File: src/rtl/set_bit_iterator_32_pkg.sv
// rtl/set_bit_iterator_32_pkg.sv - shared widths and state encoding for the set-bit iterator
package set_bit_iterator_32_pkg;

    localparam int WIDTH = 32;
    localparam int IDX_W = 5;
    localparam int CNT_W = IDX_W + 1;

    typedef enum logic {
        ST_IDLE = 1'b0,
        ST_SCAN = 1'b1
    } state_t;

endpackage

File: src/rtl/lsb_priority_enc_32.sv
// rtl/lsb_priority_enc_32.sv - combinational lowest-set-bit index encoder
module lsb_priority_enc_32
    import set_bit_iterator_32_pkg::*;
(
    input  logic [WIDTH-1:0] vec,
    output logic [IDX_W-1:0] index,
    output logic             nonzero
);

    // Walking from the top down lets the lowest set bit win the last assignment.
    always_comb begin
        index = '0;
        for (int i = WIDTH - 1; i >= 0; i--) begin
            if (vec[i]) begin
                index = IDX_W'(i);
            end
        end
    end

    assign nonzero = |vec;

endmodule

File: src/rtl/set_bit_iterator_32.sv
// rtl/set_bit_iterator_32.sv - emits the index of each set bit of an accepted mask, lowest first
module set_bit_iterator_32
    import set_bit_iterator_32_pkg::*;
(
    input  logic             clock,
    input  logic             reset_n,
    input  logic             in_valid,
    output logic             in_ready,
    input  logic [WIDTH-1:0] in_mask,
    output logic             out_valid,
    input  logic             out_ready,
    output logic [IDX_W-1:0] out_index,
    output logic             out_last,
    output logic [CNT_W-1:0] remaining,
    output logic             empty
);

    state_t           state_q, state_nx;
    logic [WIDTH-1:0] residual_q, residual_nx;
    logic [CNT_W-1:0] cnt_q, cnt_nx;
    logic             armed_q;
    logic             empty_q, empty_nx;
    logic [CNT_W-1:0] load_count;
    logic [IDX_W-1:0] enc_index;
    logic             enc_nonzero;

    lsb_priority_enc_32 u_enc (
        .vec     (residual_q),
        .index   (enc_index),
        .nonzero (enc_nonzero)
    );

    always_comb begin
        load_count = '0;
        for (int i = 0; i < WIDTH; i++) begin
            load_count = load_count + CNT_W'(in_mask[i]);
        end
    end

    // armed_q holds in_ready low until the first edge after reset release.
    always_ff @(posedge clock or negedge reset_n) begin
        if (!reset_n) begin
            state_q    <= ST_IDLE;
            residual_q <= '0;
            cnt_q      <= '0;
            armed_q    <= 1'b0;
            empty_q    <= 1'b0;
        end else begin
            state_q    <= state_nx;
            residual_q <= residual_nx;
            cnt_q      <= cnt_nx;
            armed_q    <= 1'b1;
            empty_q    <= empty_nx;
        end
    end

    always_comb begin
        state_nx    = state_q;
        residual_nx = residual_q;
        cnt_nx      = cnt_q;
        empty_nx    = 1'b0;
        in_ready    = 1'b0;
        out_valid   = 1'b0;
        out_index   = '0;
        out_last    = 1'b0;
        case (state_q)
            ST_IDLE: begin
                in_ready = armed_q;
                if (in_valid && armed_q) begin
                    if (|in_mask) begin
                        residual_nx = in_mask;
                        cnt_nx      = load_count;
                        state_nx    = ST_SCAN;
                    end else begin
                        empty_nx = 1'b1;
                    end
                end
            end
            ST_SCAN: begin
                out_valid = enc_nonzero;
                out_index = enc_index;
                out_last  = (cnt_q == CNT_W'(1));
                if (out_ready && enc_nonzero) begin
                    // Clear the lowest set bit; residual is nonzero here so the decrement never wraps.
                    residual_nx = residual_q & (residual_q - WIDTH'(1));
                    cnt_nx      = cnt_q - CNT_W'(1);
                    if (cnt_q == CNT_W'(1)) begin
                        state_nx = ST_IDLE;
                    end
                end
            end
            default: begin
                state_nx = ST_IDLE;
            end
        endcase
    end

    assign remaining = cnt_q;
    assign empty     = empty_q;

endmodule

File: config.mk
export PLATFORM = sky130hd
export DESIGN_NAME = set_bit_iterator_32
export DESIGN_NICKNAME = d
export VERILOG_FILES = /design/src/rtl/set_bit_iterator_32_pkg.sv /design/src/rtl/lsb_priority_enc_32.sv /design/src/rtl/set_bit_iterator_32.sv
export SDC_FILE = /design/constraint.sdc
export NUM_CORES = 1
export LEC_CHECK = 0
export ABC_AREA = 1
export CAP_MARGIN = 20
export CORE_AREA = 5 5 93 95
export CTS_BUF_LIST = sky130_fd_sc_hd__clkbuf_8 sky130_fd_sc_hd__clkbuf_16
export CTS_CLUSTER_DIAMETER = 40
export CTS_CLUSTER_SIZE = 25
export DETAILED_ROUTE_END_ITERATION = 10
export DIE_AREA = 0 0 98 100
export PLACE_DENSITY_LB_ADDON = 0.05
export RECOVER_POWER = 25
export SYNTH_ARGS = -nofsm -noshare
export SYNTH_HDL_FRONTEND = slang
export SYNTH_SLANG_ARGS = --single-unit
File: constraint.sdc
create_clock -name clock -period 2.3 [get_ports clock]
set_input_delay 0.575 -clock clock [delete_from_list [all_inputs] [get_ports clock]]
set_output_delay 0.575 -clock clock [all_outputs]
set_load 0.005 [all_outputs]
; ---- Word-level counts from Yosys, hierarchy flattened
; Index checks and enable logic that the tools add are counted.
; W data, S select, Z words.
[totals]
regBits = 41
latchBits = 0
mem_bits_rw = 0
mem_bits_ro = 0
input_bits = 36
output_inout_bits = 15
word_cells = 101
memories = 0
[op_classes]
addsub = 33
multipliers = 0
div = 0
magnitude_cmp = 0
eq_ne = 4
n_shift = 0
n_mux = 52
n_bitwise = 2
n_reduce_logical = 5
[ops]
columns = op, n
row1 = $mux W5, 33
row2 = $add A6 B1 Y6, 26
row3 = $mux W32, 3
row4 = $pmux W32 S2, 1
row5 = $reduce_or A32 Y1, 2
row6 = $and A32 B32 Y32, 1
row7 = $sub A32 B1 Y32 const B, 1
row8 = $mux W6, 3
row9 = $pmux W6 S2, 1
row10 = $mux W1, 10
row11 = $add A5 B1 Y6, 1
row12 = $eq A6 B1 Y1 const B, 1
row13 = $sub A6 B1 Y6 const B, 1
row14 = $add A4 B1 Y5, 1
row15 = $add A3 B1 Y4, 1
row16 = $ne A2 B2 Y1 const B, 2
row17 = $add A2 B1 Y3, 1
row18 = $reduce_and A3 Y1, 1
row19 = $add A1 B1 Y2, 1
row20 = $logic_and A1 B1 Y1, 2
row21 = $ne A2 B1 Y1 const B, 1
row22 = $pmux W1 S2, 1
row23 = $not A1 Y1, 1

; ---- Longest topological paths before layout
; Gate-level depths: netlist of run 1.
[depth]
ltp_word = 34
depth_mapped = 31
ltp_nobuf = 31

; ---- Cells and area by module
; From an unflattened synthesis of run 1, not the netlist that was laid out.
[unflattened]
cells_unflattened = 681
hier_area_um2 = 4231.6
[modules_own_cells]
columns = mod, n_inst, cells_per_inst, area_each_um2, seq_area_each_um2
row1 = set_bit_iterator_32, 1, 574, 3761.1, 1026.0
row2 = lsb_priority_enc_32, 1, 107, 470.5, 0.0

; ---- Least setup slack after synthesis of run 1
; Ideal clock, no wire load.
[synth_path]
path_kind = input -> register
start = input port in_mask[17]
end = register cnt_q[4], in the netlist remaining[4]
setup_ps = 83
arrival_ps = 4749
required_ps = 2217
setup_slack_ps = -2531
path_stages = 19
path_buffers = 0
path_cell_list = fa_1 inv_1 fa_1 inv_1 fa_1 inv_1 fa_1 fa_1 fa_1 inv_1 ha_1 inv_1 fa_1 nor2_1 a211oi_1 xor2_1 o21ai_0 nand2_1 o21ai_0
[synth_between]
elab_chain_len = 18
word_cells_on_any_way = 21
classes_between = add/sub (15) / eq/ne (1) / mux (3) / reduce/logical (2)
[synth_lines]
columns = element, line_no
row1 = "start, declared", set_bit_iterator_32.sv:9  ; input logic [WIDTH-1:0] in_mask,
row2 = $add A6 B1 Y6 (15 in series), set_bit_iterator_32.sv:36  ; load_count = load_count + CNT_W'(in_mask[i]);
row3 = $mux W6, set_bit_iterator_32.sv:70  ; if (|in_mask) begin
row4 = $mux W6, set_bit_iterator_32.sv:69  ; if (in_valid && armed_q) begin
row5 = $pmux W6 S2, set_bit_iterator_32.sv:66  ; case (state_q)
row6 = "end signal, assigned", set_bit_iterator_32.sv:51  ; cnt_q <= cnt_nx;
row7 = "end, declared", set_bit_iterator_32.sv:20  ; logic [CNT_W-1:0] cnt_q, cnt_nx;
; Parallel ways exist; a longest one is shown, timed or not. The select of a mux whose other input is x is not followed.
; A chain may end at the register's enable or synchronous reset.

; ---- Worst setup path after layout of run 1
[layout_path]
start = input port in_mask[21]
end = register cnt_q[4], in the netlist remaining[4]
[layout_between]
elab_chain_len = 14
word_cells_on_any_way = 17
classes_between = add/sub (11) / eq/ne (1) / mux (3) / reduce/logical (2)
[layout_lines]
columns = element, line_no
row1 = $add A6 B1 Y6 (11 in series), set_bit_iterator_32.sv:36
row2 = $mux W6, set_bit_iterator_32.sv:70
row3 = $mux W6, set_bit_iterator_32.sv:69
row4 = $pmux W6 S2, set_bit_iterator_32.sv:66
; Parallel ways exist; a longest one is shown, timed or not. The select of a mux whose other input is x is not followed.

==> impl_metrics.ini, run 1 <==
[synthesis]
synthCells = 458
ys_seq_elements = 41
yosysSeqAreaShare_pct = 30.6
yosysUniqueCellTypes = 33
synth_area_per_cell_sq_um = 7.32
yosysTopAreaCellShare_pct = 30.6
yosysTopAreaCell = dfrtp_1
yosysWarnings = 0
syn_area_sq_mm = 0.00335
yosys-top-cells-area = dfrtp_1 31%, fa_1 14%, inv_1 12%
syn_nets = 528

[worst_setup_path]
crit_arrival_ns = 4.91
cp_top_family = adder cells
critical_path.startpoint = in_mask[21]
cp.depth = 20
cp.buffers_inverters = 6
cp.required_ns = 2.52
worstSetupPathType = in2reg
critPathSlowestCell = fa_1
crit_path_start_kind = input port
cpMostUsedCell = fa_1
r2r_cells = 20
worstReg2RegEnd = residual_q[30]
crit-reg2reg-launch = residual_q[31]
slowest_delay_ns = 0.53
cp-endpoint = remaining[4]
r2r_setup_slack_ns = -0.30
endpoint_kind = flop
crit_chain = buf_6, fa_1, inv_1, fa_1, inv_1, fa_1, inv_2, fa_1, fa_1, fa_1, inv_2, ha_4, inv_2, fa_2, nor2_2, a211oi_2, xor2_1, o21ai_1, nand2_1, o21ai_1
path_max_fanout = 2

[final_layout]
synthToLayoutAreaGrowth_pct = 62.7
fin_nets = 720
drive_gt1_share_pct = 39.9
diodes = 0
finalCoreUtilization_pct = 71.3
instances_no_fill = 753
nFillCells = 642

[sta]
rsz0062_at_grt = yes
fin_crit_sh_pct = 204
fin_tns_setup_ns = -42.46
period_needed_ns = 4.69
worst_pin_slew_ns = 1.11
fin_ws_ns = -2.39
max_freq_ghz = 0.213
finalSetupViolCount = 46
drv_slew = 0
hold_viol_final = 0
relSlewSlack_pct = 26.3
fin_skew_ns = 0.00223

[drt]
avgViaCountPerCell = 4.95
routed_wl_microns = 11700
avgRoutedWirePerCell_microns = 15.5
via_count = 3724
drt_iter0_drc = 223
first_pass_iters = 5
drc = 0
ant_nets = 0

[place]
routabilityCongestion = 0.876
dp.cells = 700
dp_hpwl_microns = 8360
port_buffers = 50
place_ws_ns = -3.08

[floorplanning]
ios = 51
rows = 32
die_h_microns = 100
dieArea_sq_mm = 0.00980
fp.coreArea_sq_mm = 0.00765
die_w_microns = 98
start_util_pct = 43.8

[clock_network]
clk_pin_slew_ns = 0.08
cts.htree.levels = 2
cts.sinks = 41
ctsRootBufferMaster = clkbuf_8
clockBufferDepth = 2
cts_tree = built
cts-buffers-inserted = 5
insertion_delay_ns = 0.29

[status]
outcome = finished with violations
violations = negative setup slack

[global_route]
antenna_found_initial = 0
grt_pass1_wl_microns = 17700
grt_pass1_vias = 3668
track_usage_pct = 22.6
grt-ovfl-total = 0
grt_max_degree = 42

[hold_path]
min-delay-path-class = reg2reg

[power]
ir_drop_v = 0.00229
p_per_area_mw_per_mm2 = 1470
p_leak_uw = 0.00277

[flow_run]
cap_violations = 0
-- final cells by class --
class	instances	area, sq um	share of cell area [%]
multi-input cells	289	2160	39.5
repair buffers	194	1610	29.5
flip-flops and latches	41	1030	18.8
inverters	119	452	8.28
well taps	102	128	2.34
clock buffers	5	68.8	1.26
clock inverters	3	13.8	0.252
-- layer usage --
layer	up-vias	part of all wire, %	global-route usage, %
met2	110	49	38.4
met1	1781	45	31.0
met3	14	4.2	2.92
li1	1819	-	-
met5	-	0	0
met4	0	1.3	4.58
-- synthesized netlist by cell type, drive strengths merged --
cell type  count
o311ai         1
o221ai         2
nand3         14
a32o           1
o2bb2ai        1
xnor2          2
inv          119
xor2           1
nand4         11
clkbuf         7
dfrtp         41
fa            24
o22ai         14
a211oi         2
nor2          54
and2           1
ha            10
buf            2
o21a           1
nor4           3
conb           1
a21oi         27
nor3           5
o21ai         48
nand2         66
-- layout by cell type (no fill, tap or decap), types with 3 or more instances in the layout --
cell,instances
ha_1,8
inv_2,28
o21ai_0,14
nand2_1,58
a21oi_1,15
buf_6,33
nand3_1,12
a21oi_4,3
nor2_1,37
nor2_4,10
fa_1,23
inv_1,91
clkbuf_8,5
buf_4,110
a21oi_2,9
nand2_2,6
dfrtp_1,41
nor3_1,5
o22ai_1,11
o21ai_2,7
buf_2,15
clkbuf_2,6
nor2_2,7
nand4_1,11
o22ai_2,3
clkdlybuf4s50_1,25
o21ai_1,26
-- registers in the layout (all words and copies together) (netlist names) --
signal	flops
armed_q	1
empty	1
remaining	6
residual_q	32
state_q	1
-- worst reg2reg max path, delay by kind of cell, from the launching register on --
kind / cells / cell delay (ns)
compound gates: 6 / 0.75
simple gates: 5 / 0.52
flops: 1 / 0.40
buf+inv: 9 / 0.84
-- what timing repair did --
item | in CTS | in global routing
pin swaps | 37 | 35
gates resized for setup | 137 | 85
gates cloned | 1 | 0
hold buffers | 0 | 0
setup endpoints to repair | 46 | 45
buffers inserted | 21 | 26
-- stage by stage --
stage / hold slack (ns) / total power (uW) / instance area (sq um)
5_1_grt: 0.580 / 8790 / 5450
4_1_cts: 0.368 / 7260 / 5080
6_report: 0.537 / 8030 / 5450
3_3_place_gp: 0.503 / 6240 / 4700
2_1_floorplan: 0.279 / 4300 / 3370
3_5_place_dp: 0.508 / 6360 / 4700
-- report_power, final --
part / leakage (uW) / total (uW) / switching [uW] / internal [uW]
clock network: 0.0000491 / 463 / 256 / 206
registers: 0.000507 / 1240 / 226 / 1020
logic: 0.00221 / 6320 / 3210 / 3110
-- how the worst min path moves through the flow --
| stage | startpoint | end | slack (ns) | cells after the start |
|---|---|---|---|---|
| 4_1_cts | reset_n | residual_q[15] | 0.37 | 2 |
| 6_report | residual_q[7] | residual_q[7] | 0.54 | 2 |
| 3_3_place_gp | residual_q[3] | residual_q[3] | 0.50 | 1 |
| 2_1_floorplan | reset_n | armed_q | 0.28 | 0 |
| 3_5_place_dp | residual_q[3] | residual_q[3] | 0.51 | 1 |
| 5_1_grt | residual_q[6] | residual_q[6] | 0.58 | 2 |
-- logic make-up after synthesis --
family	count (synthesis)	synth area share, %
flip-flops	41	30.6
adder cells (fa/ha/maj)	34	18.1
AO/OA/AOI/OAI	97	16.3
AND/OR/NAND/NOR	154	19.7
XOR/XNOR	3	0.784
buffers and inverters	128	14.5
other	1	0.112
Note: power is estimated with default switching activity, not from simulation.
==> run 2: changes to the inputs <==
--- a/config.mk
+++ b/config.mk
@@ -18,3 +18,4 @@
 export SYNTH_ARGS = -nofsm -noshare
 export SYNTH_HDL_FRONTEND = slang
 export SYNTH_SLANG_ARGS = --single-unit
+export TNS_END_PERCENT = 20
==> constraint.sdc (replaced) <==
create_clock -name clock -period 2.3 [get_ports clock]
set_input_delay 0.575 -clock clock [delete_from_list [all_inputs] [get_ports clock]]
set_output_delay 0.575 -clock clock [all_outputs]
set_load 0.1 [all_outputs]
==> impl_metrics.ini, run 2 (synthesis results as in run 1) <==
[status]
outcome = finished with violations
violations = negative setup slack

[sta]
drv_slew = 0
whs_ns = 0.529
finalSetupViolCount = 40
hold_viol_final = 0
fin_skew_ns = 0.00744
rsz0062_at_grt = yes
fin_crit_sh_pct = 204
period_needed_ns = 4.69
fin_ws_ns = -2.39
max_freq_ghz = 0.213
worst_pin_slew_ns = 1.27
relSlewSlack_pct = 15.1

[clock_network]
cts-buffers-inserted = 5
cts.sinks = 41
clockBufferDepth = 2
postCtsHoldBufs = 0
clk_pin_slew_ns = 0.08
cts.htree.levels = 2
cts_tree = built
ctsRootBufferMaster = clkbuf_8
insertion_delay_ns = 0.30

[drt]
avgViaCountPerCell = 4.99
routed_wl_microns = 10700
via_count = 3581
avgRoutedWirePerCell_microns = 14.9
drc = 0
ant_nets = 0
first_pass_iters = 5
drt_iter0_drc = 188

[final_layout]
mostFrequentLayoutCells = 102 x buf_4, 90 x inv_1, 60 x nand2_1, 45 x nor2_1, 41 x dfrtp_1
final_area_sq_mm = 0.00525
diodes = 0
drive_gt1_share_pct = 35.9
instances_no_fill = 717
synthToLayoutAreaGrowth_pct = 56.6
final_common_cell = buf_4
largest_reg_flops = 32
nFillCells = 665
regMostFlops = residual_q
fin_nets = 685

[floorplanning]
die_w_microns = 98
fp.coreArea_sq_mm = 0.00765
ios = 51
start_util_pct = 43.8
die_h_microns = 100
dieArea_sq_mm = 0.00980
rows = 32

[place]
dp.cells = 696
port_buffers = 50
place_ws_ns = -3.05
place_area_sq_mm = 0.00475
dp_hpwl_microns = 8210
routabilityCongestion = 0.903

[power]
p_per_area_mw_per_mm2 = 1700
p_leak_uw = 0.00269
ir_drop_v = 0.00223
p_total_uw = 8950

[global_route]
antenna_found_initial = 0
grt_max_degree = 31
grt_pass1_vias = 3634
grt_pass1_wl_microns = 17700
track_usage_pct = 22.4
grt-ovfl-total = 0

[worst_setup_path]
worstSetupPathType = in2reg
crit_path_start_kind = input port
path_max_fanout = 2
cp.required_ns = 2.49
endpoint_kind = flop
crit_arrival_ns = 4.88

[hold_path]
min-delay-path-class = in2async

[flow_run]
cap_violations = 0
==> run 2: cell count changes in the layout (fill, tap and decap cells not counted), sizes merged <==
| cell | before | now |
|---|---|---|
| buf | 160 | 131 |
| clkdlybuf4s50 | 25 | 12 |
| dlymetal6s2s | 0 | 7 |
| clkdlybuf4s15 | 1 | 3 |
| clkinv | 2 | 0 |
| dlygate4sd2 | 2 | 0 |
| clkbuf | 11 | 12 |
| clkinvlp | 0 | 1 |
| inv | 120 | 119 |
==> run 2: where the power goes <==
part / switching [uW] / total (uW) / leakage [uW] / internal, uW
combinational: 4110 / 7190 / 0.00214 / 3080
sequential: 242 / 1260 / 0.000507 / 1020
clock: 264 / 502 / 0.0000433 / 238
total: 4620 / 8950 / 0.00269 / 4330
==> run 2: final timing paths <==
kind                                 from              to  slack [ns]  depth (start not counted)
max                           in_mask[17]    remaining[2]       -2.39                         18
min                               reset_n  residual_q[29]        0.53                          1
max reg2reg                residual_q[22]    remaining[5]        0.06                         16
max in group asynchronous         reset_n  residual_q[12]        0.92                          2
min reg2reg                 residual_q[7]   residual_q[7]        0.53                          2
min in group clock          residual_q[7]   residual_q[7]        0.53                          2
==> run 2: critical path, stage by stage <==
cell	delay [ns]
buf_6	0.10
fa_1	0.53
inv_1	0.05
fa_1	0.53
inv_2	0.04
fa_1	0.49
inv_2	0.04
fa_1	0.45
fa_1	0.51
fa_1	0.43
inv_2	0.08
ha_4	0.13
inv_2	0.03
fa_2	0.37
buf_6	0.14
xnor2_2	0.12
o221ai_1	0.18
o21ai_1	0.08
==> run 2: what timing repair did <==
item,4_1_cts,5_1_grt
setup buffers,34,4
resized for setup,119,45
pin swaps,46,36
endpoints found under the setup margin,44,46
endpoints found under the hold margin,0,0
cloned,0,2
==> run 2: per-layer routing <==
metal	global-route usage, %	wire length (microns)
met2	37.0	5110
met5	0	0
met1	31.3	4810
met4	5.54	167
met3	2.85	584
==> run 2: per-stage QoR <==
| step | TNS (ns) | util [%] |
|---|---|---|
| final | -18.15 | 68.6 |
| after CTS | -80.26 | 68.2 |
| after global placement | -32.22 | 62.1 |
| after global routing | -21.24 | 68.6 |
| after detailed placement | -32.79 | 62.1 |
| after floorplan | -21.45 | - |
==> run 2: cell type report <==
cell class / count / area (sq um) / share of cell area (%)
clock inverter: 1 / 7.51 / 0.143
multi-input combinational: 289 / 2070 / 39.5
timing repair buffer: 159 / 1470 / 28.1
inverter: 119 / 457 / 8.70
clock buffer: 6 / 82.6 / 1.57
sequential: 41 / 1030 / 19.6
tap: 102 / 128 / 2.43
